**config.mk**
```make
export PLATFORM = sky130hd
export DESIGN_NAME = mips_multicycle_ctrl
export DESIGN_NICKNAME = d
export VERILOG_FILES = /design/src/rtl/mips_multicycle_ctrl_pkg.sv /design/src/rtl/mips_multicycle_ctrl_perf_counters.sv /design/src/rtl/mips_multicycle_ctrl.sv
export SDC_FILE = /design/constraint.sdc
export NUM_CORES = 1
export LEC_CHECK = 0
export BUFFER_PORTS_ARGS = -buffer_cell sky130_fd_sc_hd__buf_2
export CAP_MARGIN = 0
export CORE_MARGIN = 5
export CORE_UTILIZATION = 40
export DETAILED_ROUTE_END_ITERATION = 10
export GPL_ROUTABILITY_DRIVEN = 0
export PLACE_DENSITY = 0.81
export SLEW_MARGIN = 20
export SYNTH_ARGS = -nofsm -noshare
export SYNTH_HDL_FRONTEND = slang
export SYNTH_HIERARCHICAL = 1
export SYNTH_SLANG_ARGS = --single-unit
export TNS_END_PERCENT = 10
```
**constraint.sdc**
```tcl
create_clock -name clk -period 1.8 [get_ports clk]
set_clock_uncertainty 0.15 [all_clocks]
set_input_delay 0.18 -clock clk [delete_from_list [all_inputs] [get_ports clk]]
set_output_delay 0.18 -clock clk [all_outputs]
set_load 0.01 [all_outputs]
```
**src/rtl/mips_multicycle_ctrl_pkg.sv**
```systemverilog
// Shared encodings for the multicycle MIPS controller: opcodes, funct codes,
// FSM state encodings and datapath select / ALU operation codes.
package mips_ctrl_pkg;

    localparam logic [5:0] OP_RTYPE = 6'b000000;
    localparam logic [5:0] OP_J     = 6'b000010;
    localparam logic [5:0] OP_JAL   = 6'b000011;
    localparam logic [5:0] OP_BEQ   = 6'b000100;
    localparam logic [5:0] OP_BNE   = 6'b000101;
    localparam logic [5:0] OP_ADDI  = 6'b001000;
    localparam logic [5:0] OP_ADDIU = 6'b001001;
    localparam logic [5:0] OP_SLTI  = 6'b001010;
    localparam logic [5:0] OP_SLTIU = 6'b001011;
    localparam logic [5:0] OP_ANDI  = 6'b001100;
    localparam logic [5:0] OP_ORI   = 6'b001101;
    localparam logic [5:0] OP_LW    = 6'b100011;
    localparam logic [5:0] OP_SW    = 6'b101011;

    localparam logic [5:0] FUNCT_JR = 6'b001000;

    typedef enum logic [3:0] {
        S_FETCH    = 4'd0,
        S_DECODE   = 4'd1,
        S_MEM_ADDR = 4'd2,
        S_MEM_RD   = 4'd3,
        S_MEM_WB   = 4'd4,
        S_MEM_WR   = 4'd5,
        S_R_EXEC   = 4'd6,
        S_R_WB     = 4'd7,
        S_I_EXEC   = 4'd8,
        S_I_WB     = 4'd9,
        S_BRANCH   = 4'd10,
        S_JUMP     = 4'd11,
        S_JAL_ST   = 4'd12
    } state_t;

    localparam logic [2:0] ALU_ADD   = 3'b000;
    localparam logic [2:0] ALU_SUB   = 3'b001;
    localparam logic [2:0] ALU_FUNCT = 3'b010;
    localparam logic [2:0] ALU_AND   = 3'b100;
    localparam logic [2:0] ALU_OR    = 3'b101;
    localparam logic [2:0] ALU_SLT   = 3'b110;

    localparam logic [1:0] ALUB_B     = 2'b00;
    localparam logic [1:0] ALUB_FOUR  = 2'b01;
    localparam logic [1:0] ALUB_IMM   = 2'b10;
    localparam logic [1:0] ALUB_IMMSH = 2'b11;

    localparam logic [1:0] PCS_ALU    = 2'b00;
    localparam logic [1:0] PCS_ALUOUT = 2'b01;
    localparam logic [1:0] PCS_JUMP   = 2'b10;
    localparam logic [1:0] PCS_REG_A  = 2'b11;

    localparam logic [1:0] RDST_RT = 2'b00;
    localparam logic [1:0] RDST_RD = 2'b01;
    localparam logic [1:0] RDST_RA = 2'b10;

    localparam logic [1:0] M2R_ALUOUT = 2'b00;
    localparam logic [1:0] M2R_MDR    = 2'b01;
    localparam logic [1:0] M2R_PC     = 2'b10;

endpackage

```
**src/rtl/mips_multicycle_ctrl_perf_counters.sv**
```systemverilog
// Cycle and retired-instruction counters for the multicycle controller.
// Instantiated by the top only when MIPS_CTRL_PERF_CNT_EN is defined.
module mips_perf_counters (
    input  logic        clk,
    input  logic        rst,
    input  logic        instr_tick,
    output logic [31:0] cycle_cnt,
    output logic [31:0] instr_cnt
);

    logic [31:0] cycle_cnt_q, cycle_cnt_d;
    logic [31:0] instr_cnt_q, instr_cnt_d;

    // Next counter values; both wrap naturally modulo 2^32.
    always_comb begin
        cycle_cnt_d = cycle_cnt_q + 32'd1;
        if (instr_tick) begin
            instr_cnt_d = instr_cnt_q + 32'd1;
        end else begin
            instr_cnt_d = instr_cnt_q;
        end
    end

    // Counter registers with synchronous clear.
    always_ff @(posedge clk) begin
        if (rst) begin
            cycle_cnt_q <= 32'd0;
            instr_cnt_q <= 32'd0;
        end else begin
            cycle_cnt_q <= cycle_cnt_d;
            instr_cnt_q <= instr_cnt_d;
        end
    end

    assign cycle_cnt = cycle_cnt_q;
    assign instr_cnt = instr_cnt_q;

endmodule

```
**src/rtl/mips_multicycle_ctrl.sv**
```systemverilog
// Moore controller FSM sequencing the shared multicycle MIPS datapath.
// Define MIPS_CTRL_PERF_CNT_EN to add the cycle / retired-instruction counters.
module mips_multicycle_ctrl
    import mips_ctrl_pkg::*;
#(
    parameter logic [3:0] RESET_STATE = 4'd0,
    parameter logic [4:0] JAL_REG     = 5'd31
) (
    input  logic        clk,
    input  logic        rst,
    input  logic [5:0]  opcode,
    input  logic [5:0]  funct,
    input  logic        zero,
    input  logic        mem_ready,
    output logic        pc_en,
    output logic        i_or_d,
    output logic        mem_read,
    output logic        mem_write,
    output logic        ir_write,
    output logic [1:0]  reg_dst,
    output logic [1:0]  mem_to_reg,
    output logic        reg_write,
    output logic        alu_src_a,
    output logic [1:0]  alu_src_b,
    output logic [2:0]  alu_op,
    output logic [1:0]  pc_source,
    output logic        illegal_op,
    output logic [3:0]  state,
    output logic [31:0] cycle_cnt,
    output logic [31:0] instr_cnt
);

    state_t state_q, state_d;
    logic   pc_write_s, pc_write_cond_s, is_bne_s, instr_tick_s;

    // The link register index is consumed by the datapath; reg_dst=10 selects it.
    if (JAL_REG == 5'd0) begin : g_jal_reg_zero
    end

    // Next-state and Moore output decode; rst forces every output low.
    always_comb begin
        state_d         = state_q;
        pc_write_s      = 1'b0;
        pc_write_cond_s = 1'b0;
        is_bne_s        = (opcode == OP_BNE);
        pc_en           = 1'b0;
        i_or_d          = 1'b0;
        mem_read        = 1'b0;
        mem_write       = 1'b0;
        ir_write        = 1'b0;
        reg_dst         = RDST_RT;
        mem_to_reg      = M2R_ALUOUT;
        reg_write       = 1'b0;
        alu_src_a       = 1'b0;
        alu_src_b       = ALUB_B;
        alu_op          = ALU_ADD;
        pc_source       = PCS_ALU;
        illegal_op      = 1'b0;
        if (rst) begin
            state_d = state_t'(RESET_STATE);
        end else begin
            case (state_q)
                S_FETCH: begin
                    mem_read  = 1'b1;
                    alu_src_b = ALUB_FOUR;
                    if (mem_ready) begin
                        ir_write   = 1'b1;
                        pc_write_s = 1'b1;
                        state_d    = S_DECODE;
                    end else begin
                        state_d = S_FETCH;
                    end
                end
                S_DECODE: begin
                    alu_src_b = ALUB_IMMSH;
                    case (opcode)
                        OP_LW, OP_SW:   state_d = S_MEM_ADDR;
                        OP_RTYPE:       state_d = S_R_EXEC;
                        OP_BEQ, OP_BNE: state_d = S_BRANCH;
                        OP_J:           state_d = S_JUMP;
                        OP_JAL:         state_d = S_JAL_ST;
                        OP_ADDI, OP_ADDIU, OP_ANDI, OP_ORI, OP_SLTI, OP_SLTIU:
                                        state_d = S_I_EXEC;
                        default: begin
                            state_d    = S_FETCH;
                            illegal_op = 1'b1;
                        end
                    endcase
                end
                S_MEM_ADDR: begin
                    alu_src_a = 1'b1;
                    alu_src_b = ALUB_IMM;
                    if (opcode == OP_SW) begin
                        state_d = S_MEM_WR;
                    end else begin
                        state_d = S_MEM_RD;
                    end
                end
                S_MEM_RD: begin
                    i_or_d   = 1'b1;
                    mem_read = 1'b1;
                    if (mem_ready) begin
                        state_d = S_MEM_WB;
                    end else begin
                        state_d = S_MEM_RD;
                    end
                end
                S_MEM_WB: begin
                    reg_write  = 1'b1;
                    mem_to_reg = M2R_MDR;
                    state_d    = S_FETCH;
                end
                S_MEM_WR: begin
                    i_or_d    = 1'b1;
                    mem_write = 1'b1;
                    if (mem_ready) begin
                        state_d = S_FETCH;
                    end else begin
                        state_d = S_MEM_WR;
                    end
                end
                S_R_EXEC: begin
                    alu_src_a = 1'b1;
                    alu_op    = ALU_FUNCT;
                    if (funct == FUNCT_JR) begin
                        pc_write_s = 1'b1;
                        pc_source  = PCS_REG_A;
                        state_d    = S_FETCH;
                    end else begin
                        state_d = S_R_WB;
                    end
                end
                S_R_WB: begin
                    reg_write = 1'b1;
                    reg_dst   = RDST_RD;
                    state_d   = S_FETCH;
                end
                S_I_EXEC: begin
                    alu_src_a = 1'b1;
                    alu_src_b = ALUB_IMM;
                    case (opcode)
                        OP_ANDI:            alu_op = ALU_AND;
                        OP_ORI:             alu_op = ALU_OR;
                        OP_SLTI, OP_SLTIU:  alu_op = ALU_SLT;
                        default:            alu_op = ALU_ADD;
                    endcase
                    state_d = S_I_WB;
                end
                S_I_WB: begin
                    reg_write = 1'b1;
                    state_d   = S_FETCH;
                end
                S_BRANCH: begin
                    alu_src_a       = 1'b1;
                    alu_op          = ALU_SUB;
                    pc_write_cond_s = 1'b1;
                    pc_source       = PCS_ALUOUT;
                    state_d         = S_FETCH;
                end
                S_JUMP: begin
                    pc_write_s = 1'b1;
                    pc_source  = PCS_JUMP;
                    state_d    = S_FETCH;
                end
                S_JAL_ST: begin
                    pc_write_s = 1'b1;
                    pc_source  = PCS_JUMP;
                    reg_write  = 1'b1;
                    reg_dst    = RDST_RA;
                    mem_to_reg = M2R_PC;
                    state_d    = S_FETCH;
                end
                default: begin
                    state_d    = S_FETCH;
                    illegal_op = 1'b1;
                end
            endcase
            pc_en = pc_write_s | (pc_write_cond_s & (zero ^ is_bne_s));
        end
    end

    // State register.
    always_ff @(posedge clk) begin
        if (rst) begin
            state_q <= state_t'(RESET_STATE);
        end else begin
            state_q <= state_d;
        end
    end

    assign state = rst ? 4'd0 : state_q;

    // An instruction retires when control falls back into FETCH, unless it was illegal.
    assign instr_tick_s = !rst && (state_q != S_FETCH) && (state_d == S_FETCH) && !illegal_op;

`ifdef MIPS_CTRL_PERF_CNT_EN
    mips_perf_counters u_perf (
        .clk        (clk),
        .rst        (rst),
        .instr_tick (instr_tick_s),
        .cycle_cnt  (cycle_cnt),
        .instr_cnt  (instr_cnt)
    );
`else
    logic unused_tick_s;
    assign unused_tick_s = instr_tick_s;
    assign cycle_cnt     = 32'd0;
    assign instr_cnt     = 32'd0;
`endif

endmodule

```
# After elaboration in Yosys (flattened, before gate mapping)
# Index checks and enable logic that the tools add are counted.
# Widths: inputs -> output; s select.
[word_totals] reg_bits=4 latch_bits=0 ram_bits=0 mem_bits_ro=0 input_bits=16 out_inout_bits=87 memories=0
[classes] n_addsub=0 n_mul=0 n_div=0 magnitude_cmp=0 n_eq_ne=25 n_shift=0 mux=42 n_bitwise=3 reduce_logical=14
[ops] cell="$eq 6x4->1 const B" n=7
[ops] cell="$pmux 4 s7" n=1
[ops] cell="$pmux 4 s6" n=1
[ops] cell="$mux 1" n=21
[ops] cell="$eq 4x4->1 const B" n=5
[ops] cell="$pmux 3 s3" n=2
[ops] cell="$eq 4x3->1 const B" n=4
[ops] cell="$mux 3" n=5
[ops] cell="$reduce_or 2->1" n=7
[ops] cell="$reduce_or 13->1" n=1
[ops] cell="$eq 6x2->1 const B" n=2
[ops] cell="$eq 6x3->1 const B" n=2
[ops] cell="$eq 6x6->1 const B" n=2
[ops] cell="$pmux 2 s3" n=2
[ops] cell="$reduce_or 12->1" n=1
[ops] cell="$mux 2" n=5
[ops] cell="$eq 4x2->1 const B" n=2
[ops] cell="$pmux 2 s2" n=2
[ops] cell="$reduce_or 4->1" n=2
[ops] cell="$logic_not 6->1" n=1
[ops] cell="$reduce_or 6->1" n=1
[ops] cell="$eq 4x1->1 const B" n=1
[ops] cell="$logic_not 4->1" n=1
[ops] cell="$mux 4" n=1
[ops] cell="5 further kinds" n=5

# Longest topological paths before layout
# Gate-level depths: netlist (run 1).
[depth] depth_word=6 ltp_mapped=6 ltp_nobuf=4

# Least setup slack after synthesis (run 1)
# Ideal clock, no wire load.
[synth_path] path_type="register to output" from="reg state_q[3]" to="out alu_op[1]" t_arrival_ns=1.365 slack_ns=0.105 stages_incl_launch_ff=5 n_path_buf=0 cell_sequence="dfxtp_1 nor2b_4 nand3_2 or4b_1 a211oi_2"
[synth_between] elab_chain_cells=3
[synth_rtl] item="from (decl)" line="mips_multicycle_ctrl.sv:33" rtl="state_t state_q, state_d;"
[synth_rtl] item="from (signal assigned)" line="mips_multicycle_ctrl.sv:185" rtl="state_q <= state_t'(RESET_STATE);"
[synth_rtl] item="from (signal assigned)" line="mips_multicycle_ctrl.sv:187" rtl="state_q <= state_d;"
[synth_rtl] item="$eq 4x4->1 / $eq 4x3->1 (equally long branches)" line="mips_multicycle_ctrl.sv:62" rtl="case (state_q)"
[synth_rtl] item="$pmux 3 s3 (*)" line="mips_multicycle_ctrl.sv:62"
[synth_rtl] item="$mux 3 (*)" line="mips_multicycle_ctrl.sv:59" rtl="if (rst) begin"
[synth_rtl] item="to (decl)" line="mips_multicycle_ctrl.sv:25" rtl="output logic [2:0] alu_op,"
# Mark *: on every way between the ends. The rest lies on a longest branch, timed or not.

# Final worst setup path (run 1)
# Ends and elaborated chain as after synthesis.

==> results of run 1 <==
[placed cells by master (no fill, tap or decap), types with 2 or more instances in the layout]
cell / n
conb_1: 64
buf_2: 38
buf_4: 17
nor2_1: 12
nor3_1: 11
nand2_1: 8
a21oi_1: 7
nand2b_1: 6
a31oi_1: 5
nand4b_1: 5
o21ai_1: 4
nor4_1: 3
nor2b_1: 3
nand3_1: 3
o21ai_0: 3
clkbuf_4: 3
dfxtp_2: 3
a211oi_2: 2
nand3b_1: 2
inv_1: 2
nor4b_2: 2
a21o_1: 2
xnor2_1: 2
xor2_1: 2
o22a_1: 2
[power by group through the flow]
stage | Sequential, mW | Clock, mW | Combinational, mW
after floorplan | 0.0952 | 0 | 0.264
after global placement | 0.101 | 0 | 0.222
after detailed placement | 0.102 | 0 | 0.224
after CTS | 0.101 | 0.125 | 0.228
after global routing | 0.102 | 0.128 | 0.262
final | 0.102 | 0.120 | 0.237
[final timing paths]
kind	from	end	slack (ns)	depth (start not counted)
setup reg to reg	state_q[0]$_SDFF_PP0_	state_q[0]$_SDFF_PP0_	0.16	4
hold / removal	opcode[0]	state_q[0]$_SDFF_PP0_	0.22	3
setup / recovery	state_q[3]$_SDFF_PP0_	alu_op[1]	-0.20	5
hold reg to reg	state_q[1]$_SDFF_PP0_	state_q[2]$_SDFF_PP0_	0.44	2
[cell usage after synthesis (2+ instances only)]
master and instances:
a211oi_1 2, or2_1 2, nand2b_1 6, a21o_1 2
a31oi_1 5, buf_2 6, nand4b_1 5, nor4_1 3
or3_1 2, nor3_1 11, nand2_1 8, dfxtp_1 4
xnor2_1 2, inv_1 2, a21oi_1 8, nor2_1 13
nand3_1 3, buf_4 64, xor2_1 2, o21ai_1 4
nor2b_1 3, clkbuf_1 5, nand3b_1 2, o22a_1 2
nor4b_2 2, o21ai_0 3
[worst max-delay path: stages (launching register included)]
cell and delay (ns):
dfxtp_2 0.33, nor2b_4 0.15, nand3_2 0.07, or4b_4 0.50
a211oi_2 0.21, buf_2 0.16
[area by class of cell]
type	count	share of cell area, %
multi-input cells	169	65.3
repair buffers	56	22.9
flip-flops and latches	4	5.85
well taps	44	3.84
clock buffers	3	1.57
inverters	2	0.524
[cell families after synthesis]
group / after synthesis
AOI/OAI and AO/OA: 36
xor gates and xnor gates: 4
muxes: 1
DFF: 4
and+or+nand+nor: 64
buffers and inverters: 79
other: 1
[per-layer routing]
| metal | up-vias | global-route usage [%] | wire length [um] | part of all wire [%] |
|---|---|---|---|---|
| met5 | - | 0 | 0 | 0 |
| met1 | 568 | 16.5 | 1340 | 39 |
| met3 | 6 | 0.832 | 273 | 8.1 |
| met2 | 59 | 23.6 | 1720 | 51 |
| li1 | 623 | - | - | - |
| met4 | 0 | 6.84 | 61 | 1.8 |
[what timing repair did]
item / CTS / global route
buffers inserted: 1 / 0
endpoints found under the hold margin: 0 / 0
pin swaps: 3 / 4
setup endpoints to repair: 9 / 17
gates cloned: 0 / 0
resized for setup: 4 / 6
hold buffers: 0 / 0
==> results.yml, run 1 <==
logic_synthesis:
  synth_seq_cells: 4
  yosysTopAreaCell: "buf_4"
  synth_compound_area_share_pct: 18.6
  ys_seq_area_share_pct: 6.12
  syn_inst: 189
  syn_area_sq_um: 1310
  synth.avg_cell_area_sq_um: 6.92
  synthAdderAreaFrac_pct: 0
  muxShareOfSynthArea_pct: 1.15
  synth_area_leaders: "buf_4 37%, dfxtp_1 6.1%, nor3_1 4.2%"
  synth_cell_type_count: 44
  ys.warnings.count: 6
  synth_top_family_by_area: "buffers and inverters"
  yosys.area_share.simple_pct: 29.0
  synth.top_cell.area_share_pct: 36.7
  synth-xor-area-share_pct: 2.68
  ys_async_sr_fraction_pct: 0
  ys.flop_type: "dfxtp_1"
  synth_enable_flop_cells: 0
job:
  maxCapViolCount: 0
power:
  p_leak_nw: 0.724
  power_density_nw_per_um2: 319
  p_seq_share_pct: 22.2
  power_frac_clock_pct: 26.2
  combinationalPowerShare_pct: 51.7
  irDropWorstVdd_uv: 126
  power_switching_mw: 0.207
  power.share.switching_pct: 45.3
  internal-power_mw: 0.251
  finalPower_mw: 0.458
sta:
  layout_setup_ws_ns: -0.197
  period_share_pct: 111
  hold_violations: 0
  holdWs_ns: 0.216
  rsz0062_at_grt: "true"
  fin_tns_setup_ns: -0.683
  setup_viol: 7
  final-max-slew-violation-count: 0
  period_needed_ns: 2.00
  fmax_mhz: 501
drt:
  num_vias: 1256
  drtPass1Iterations: 4
  detail-route-antenna-nets: 0
  vias_per_cell: 4.52
  drt_iter0_drc: 101
  routed_wl_mm: 3.39
  wl_per_cell_um: 12.2
  drcViolationCount: 0
global_route:
  grt_usage_pct: 13.5
  grt_overflow_total: 0
  grt_max_degree: 21
  grt_pass1_vias: 1025
  antenna_found_initial: 0
  grt_pass1_wl_mm: 4.74
clock_network:
  cts_root_buf: "clkbuf_4"
  clk_latency_ns: 0.24
  numCtsBuffers: 3
  cts_tree: "built"
  h-tree-depth: 1
  clock_path_buffers: 2
  cts.clk_slew.worst_paths_ns: 0.04
  numClockSinks: 4
final_layout:
  final-seq-area_sq_um: 83.8
  largest-register: "state_q"
  finalNetCount: 252
  diodes: 0
  synthToLayoutAreaGrowth_pct: 9.56
  final_cells: 278
  drive_gt1_share_pct: 31.6
  finish.utilization_pct: 46.2
  fillers: 342
  fin_area_sq_um: 1430
  multi_input_area_sq_um: 936
  largest_register_ffs: 4
  top_regs: "state_q: 4 flops"
place:
  pre_cts_slack_ns: -0.0151
  dp_cells: 274
  port_buffers: 38
  place_hpwl_mm: 2.75
  placed_cell_area_sq_um: 1370
worst_setup_path:
  cp.arrival_ns: 1.67
  path_class: "register to output port"
  cp-start-kind: "register"
  crit_fanout: 2
  cp.required_ns: 1.47
  cp-end-kind: "output port"
floorplan:
  die_w_um: 67.2
  dieArea_sq_um: 4520
  die_h_um: 67.2
  std_cell_rows: 20
  start_util_pct: 42.2
  design.core.area_sq_um: 3100
  pin_count: 103
outcome:
  status: "finished with violations"
  violations: "setup timing"
worst_hold_path:
  min-delay-path-class: "input pin to register"
No activity file was read; power rests on OpenSTA's default activity.
==> run 2, diff against run 1 <==
--- a/config.mk
+++ b/config.mk
@@ -7,6 +7,7 @@
 export LEC_CHECK = 0
 export BUFFER_PORTS_ARGS = -buffer_cell sky130_fd_sc_hd__buf_2
 export CAP_MARGIN = 0
+export CORE_ASPECT_RATIO = 1.1
 export CORE_MARGIN = 5
 export CORE_UTILIZATION = 40
 export DETAILED_ROUTE_END_ITERATION = 10
==> run 2 against run 1 <==
  * The run still ends with setup timing left
  * Sequential power barely moved
  * Final cell count fell by 5.0%
  * Hold slack got worse by 0.032 ns
  * Wire length fell by 11%
  * First-iteration DRC count fell by 67%
  * Setup slack improved by 0.071 ns
  * Sequential share of layout area rose by 0.32 points
  * Critical path depth did not move
==> results.yml, run 2 (synthesis results as in run 1) <==
worst_setup_path:
  cp.required_ns: 1.47
  crit_fanout: 3
  r2r_slack_ns: 0.21
  cp.arrival_ns: 1.60
  cp-end-kind: "output port"
  path_class: "register to output port"
  cp-start-kind: "register"
place:
  place_hpwl_mm: 2.44
  dp_cells: 261
  placed_cell_area_sq_um: 1340
  port_buffers: 38
final_layout:
  final_cells: 264
  largest-register: "state_q"
  final_common_cell: "conb_1"
  drive_gt1_share_pct: 29.6
  fin_area_sq_um: 1380
  final_cell_mix: "64 x conb_1, 38 x buf_2, 13 x nor2_1, 13 x buf_4, 11 x nor3_1"
  largest_register_ffs: 4
  finalNetCount: 248
  diodes: 0
  top_regs: "state_q: 4 flops"
  synthToLayoutAreaGrowth_pct: 5.45
floorplan:
  die_w_um: 64.5
  dieArea_sq_um: 4520
  pin_count: 103
  std_cell_rows: 21
  design.core.area_sq_um: 3100
  start_util_pct: 42.2
  die_h_um: 70.0
clock_network:
  h-tree-depth: 1
  clock_path_buffers: 2
  numCtsBuffers: 3
  cts_tree: "built"
  cts.clk_slew.worst_paths_ns: 0.04
  numClockSinks: 4
  cts_setup_buffers: 0
  clk_latency_ns: 0.24
  cts_root_buf: "clkbuf_4"
power:
  power_density_nw_per_um2: 321
  irDropWorstVdd_uv: 175
  finalPower_mw: 0.443
  p_leak_nw: 0.703
drt:
  drtPass1Iterations: 4
  vias_per_cell: 4.69
  drcViolationCount: 0
  num_vias: 1239
  drt_iter0_drc: 33
  wl_per_cell_um: 11.4
  detail-route-antenna-nets: 0
  routed_wl_mm: 3.01
global_route:
  grt_overflow_total: 0
  grt_usage_pct: 11.8
  grt_pass1_wl_mm: 4.44
  antenna_found_initial: 0
  grt_max_degree: 24
  grt_pass1_vias: 1005
outcome:
  status: "finished with violations"
  violations: "setup timing"
job:
  maxCapViolCount: 0
sta:
  rsz0062_at_grt: "true"
  layout_setup_ws_ns: -0.126
  period_needed_ns: 1.93
  final-max-slew-violation-count: 0
  setup_viol: 6
  hold_violations: 0
  fin_tns_setup_ns: -0.475
  fmax_mhz: 519
  period_share_pct: 107
worst_hold_path:
  min-delay-path-class: "input pin to register"
run 2: changes by cell type in the layout (fill, tap and decap cells not counted), sizes merged:
| cell | change |
|---|---|
| buf | -4 |
run 2: worst paths after layout:
kind / startpoint / to / cells after the start
worst max register to register: state_q[1]$_SDFF_PP0_ / state_q[1]$_SDFF_PP0_ / 5
worst max-delay path: state_q[3]$_SDFF_PP0_ / alu_op[1] / 5
worst min register to register: state_q[1]$_SDFF_PP0_ / state_q[2]$_SDFF_PP0_ / 2
worst min-delay path: opcode[1] / state_q[0]$_SDFF_PP0_ / 3
run 2: final cells by class:
class                   count  area (sq um)
repair buffers             52           299
clock buffers               3          22.5
fillers                   332          1720
inverters                   2          7.51
flip-flops and latches      4          85.1
well taps                  34          42.5
multi-input cells         169           923
run 2: power by group:
| part | switching (mW) | internal, mW |
|---|---|---|
| clock | 0.0411 | 0.0748 |
| sequential | 0.00622 | 0.0929 |
| combinational | 0.152 | 0.0760 |
run 2: stage by stage:
stage	setup WS, ns	hold WS, ns	util [%]
2_1_floorplan	0.105	0.230	-
3_3_place_gp	0.0590	0.444	43.2
3_5_place_dp	0.0677	0.440	43.2
4_1_cts	-0.137	0.185	44.3
5_1_grt	-0.179	0.206	44.5
6_report	-0.126	0.184	44.5
run 2: worst max-delay path: stages (launching register included):
cell,delay (ns)
dfxtp_2,0.32
nor2b_4,0.14
nand3_2,0.08
or4b_4,0.49
a211oi_2,0.17
buf_2,0.15
run 2: routing by layer:
metal  share of wire (%)  up-vias  global-route usage [%]
met5                   0        -                       0
met4                 1.7        0                    4.69
met3                  12        4                    2.24
met2                  49       74                    20.8
met1                  37      544                    13.9
li1                    -      617                       -
run 2: what timing repair did:
action,CTS,global route
hold buffers,0,0
resized for setup,5,3
pin swaps,2,1
setup endpoints to repair,8,16
==> run 3, diff against run 2 <==
==> constraint.sdc (replaced) <==
create_clock -name clk -period 2 [get_ports clk]
set_clock_uncertainty 0.15 [all_clocks]
set_input_delay 0.2 -clock clk [delete_from_list [all_inputs] [get_ports clk]]
set_output_delay 0.2 -clock clk [all_outputs]
set_load 0.01 [all_outputs]
==> run 3 against run 2 <==
  * The flow still finishes with violations (setup timing)
  * Wire length increased by 0.63%
  * Critical endpoint unchanged
  * Largest power group unchanged
  * Highest routed layer unchanged
  * Combinational power fell by 11%
  * Die area unchanged
==> results.yml, run 3 (synthesis results as in run 1) <==
worst_setup_path:
  crit_cells: 5
  r2r_cells: 5
  path_class: "register to output port"
  r2r_start: "state_q[3]$_SDFF_PP0_"
  r2r_end: "state_q[0]$_SDFF_PP0_"
  crit_chain: "nor2b_4, nand3_2, or4b_4, a211oi_2, buf_2"
  critPathSlowestCell: "or4b_4"
  path_buf_inv: 1
  crit_fanout: 5
  cp-end-kind: "output port"
  crit_family: "simple AND/OR/NAND/NOR gates"
  cp.arrival_ns: 1.66
  cp.required_ns: 1.65
  r2r_slack_ns: 0.40
  cp-start-kind: "register"
  crit_start: "state_q[2]$_SDFF_PP0_"
  cpPeakStageDelay_ns: 0.49
  crit_path_end: "alu_op[1]"
clock_network:
  cts.clk_slew.worst_paths_ns: 0.04
  cts_tree: "built"
  numClockSinks: 4
  numCtsBuffers: 3
  h-tree-depth: 1
  clock_path_buffers: 2
  cts_hold_buf: 0
  cts_root_buf: "clkbuf_4"
  cts_setup_buffers: 0
  clk_latency_ns: 0.23
drt:
  drtPass1Iterations: 4
  drcViolationCount: 0
  routed_wl_mm: 3.03
  vias_per_cell: 4.81
  wl_per_cell_um: 11.7
  num_vias: 1246
  detail-route-antenna-nets: 0
  drt_iter0_drc: 58
sta:
  holdWs_ns: 0.238
  period_needed_ns: 2.01
  fmax_mhz: 497
  layout_setup_ws_ns: -0.0116
  hold_violations: 0
  rsz0062_at_grt: "true"
  setup_viol: 1
  final-max-slew-violation-count: 0
  period_share_pct: 101
  fin_tns_setup_ns: -0.0116
power:
  irDropWorstVdd_uv: 196
  power_density_nw_per_um2: 290
  internal-power_mw: 0.213
  finalPower_mw: 0.387
  p_seq_share_pct: 22.4
  power_frac_clock_pct: 25.3
  combinationalPowerShare_pct: 52.2
  power_switching_mw: 0.174
  power.share.switching_pct: 45.0
  p_leak_nw: 0.674
final_layout:
  finalNetCount: 243
  top_regs: "state_q: 4 flops"
  final_common_cell: "conb_1"
  synthToLayoutAreaGrowth_pct: 1.82
  largest_register_ffs: 4
  final_cells: 259
  largest-register: "state_q"
  drive_gt1_share_pct: 27.1
  final_cell_mix: "64 x conb_1, 38 x buf_2, 13 x nor2_1"
  diodes: 0
outcome:
  violations: "setup timing"
  status: "finished with violations"
global_route:
  grt_max_degree: 24
  antenna_found_initial: 0
  grt_overflow_total: 0
  grt_usage_pct: 11.6
  grt_pass1_vias: 1023
  grt_pass1_wl_mm: 4.42
job:
  maxCapViolCount: 0
place:
  place_hpwl_mm: 2.50
  dp_cells: 256
  pre_cts_slack_ns: 0.161
  port_buffers: 38
floorplan:
  start_util_pct: 42.2
  die_w_um: 64.5
  std_cell_rows: 21
  pin_count: 103
  design.core.area_sq_um: 3100
  die_h_um: 70.0
  dieArea_sq_um: 4520
worst_hold_path:
  min-delay-path-class: "input pin to register"
-- run 3: changes by cell type in the layout (fill, tap and decap cells not counted), sizes merged --
cell,delta
buf,-5
-- run 3: final cells by class --
cell class                      instances  area (sq um)
Clock buffer                            3          22.5
Fill cell                             361          1770
Inverter                                2          7.51
Multi-Input combinational cell        169           918
Sequential cell                         4          83.8
Tap cell                               34          42.5
Timing Repair Buffer                   47           258
-- run 3: power groups by stage --
| stage | sequential [mW] | combinational [mW] | clock [mW] |
|---|---|---|---|
| after floorplan | 0.0857 | 0.238 | 0 |
| after global placement | 0.0876 | 0.194 | 0 |
| after detailed placement | 0.0877 | 0.196 | 0 |
| after CTS | 0.0866 | 0.197 | 0.100 |
| after global routing | 0.0874 | 0.220 | 0.104 |
| final | 0.0867 | 0.202 | 0.0980 |
-- run 3: worst min-delay path by stage --
stage               startpoint               endpoint  slack, ns  cells after the start
floorplan                  rst  state_q[1]$_SDFF_PP0_       0.25                      2
global placement     opcode[1]  state_q[0]$_SDFF_PP0_       0.47                      3
detailed placement   opcode[1]  state_q[0]$_SDFF_PP0_       0.47                      3
CTS                  opcode[3]  state_q[2]$_SDFF_PP0_       0.23                      4
global route         opcode[3]  state_q[2]$_SDFF_PP0_       0.26                      4
finish               opcode[1]  state_q[0]$_SDFF_PP0_       0.24                      3
-- run 3: repair_timing --
item | 4_1_cts | 5_1_grt
gates resized for setup | 4 | 1
setup endpoints to repair | 2 | 4
cloned | 0 | 0
pin swaps | 1 | 0
-- run 3: metrics by stage --
step | utilization [%] | instance area, sq um
after global routing | 43.0 | 1330
final | 43.0 | 1330
after global placement | 42.0 | 1300
after floorplan | - | 1550
after CTS | 42.9 | 1330
after detailed placement | 42.0 | 1300
-- run 3: worst register-to-register path, stage by stage (launching register included) --
cell and delay [ns]:
dfxtp_2 0.31, buf_4 0.19, nor2_1 0.23, nor4b_2 0.33, nand4b_1 0.15, a31oi_1 0.18
-- run 3: per-layer routing --
layer | share of wire [%] | track usage (%) | routed length (um) | vias to the layer above
met5 | 0 | 0 | 0 | -
met2 | 48 | 20.8 | 1450 | 67
met4 | 1.8 | 3.05 | 54 | 0
met1 | 39 | 13.6 | 1200 | 569
met3 | 11 | 2.56 | 327 | 6
li1 | - | - | - | 604
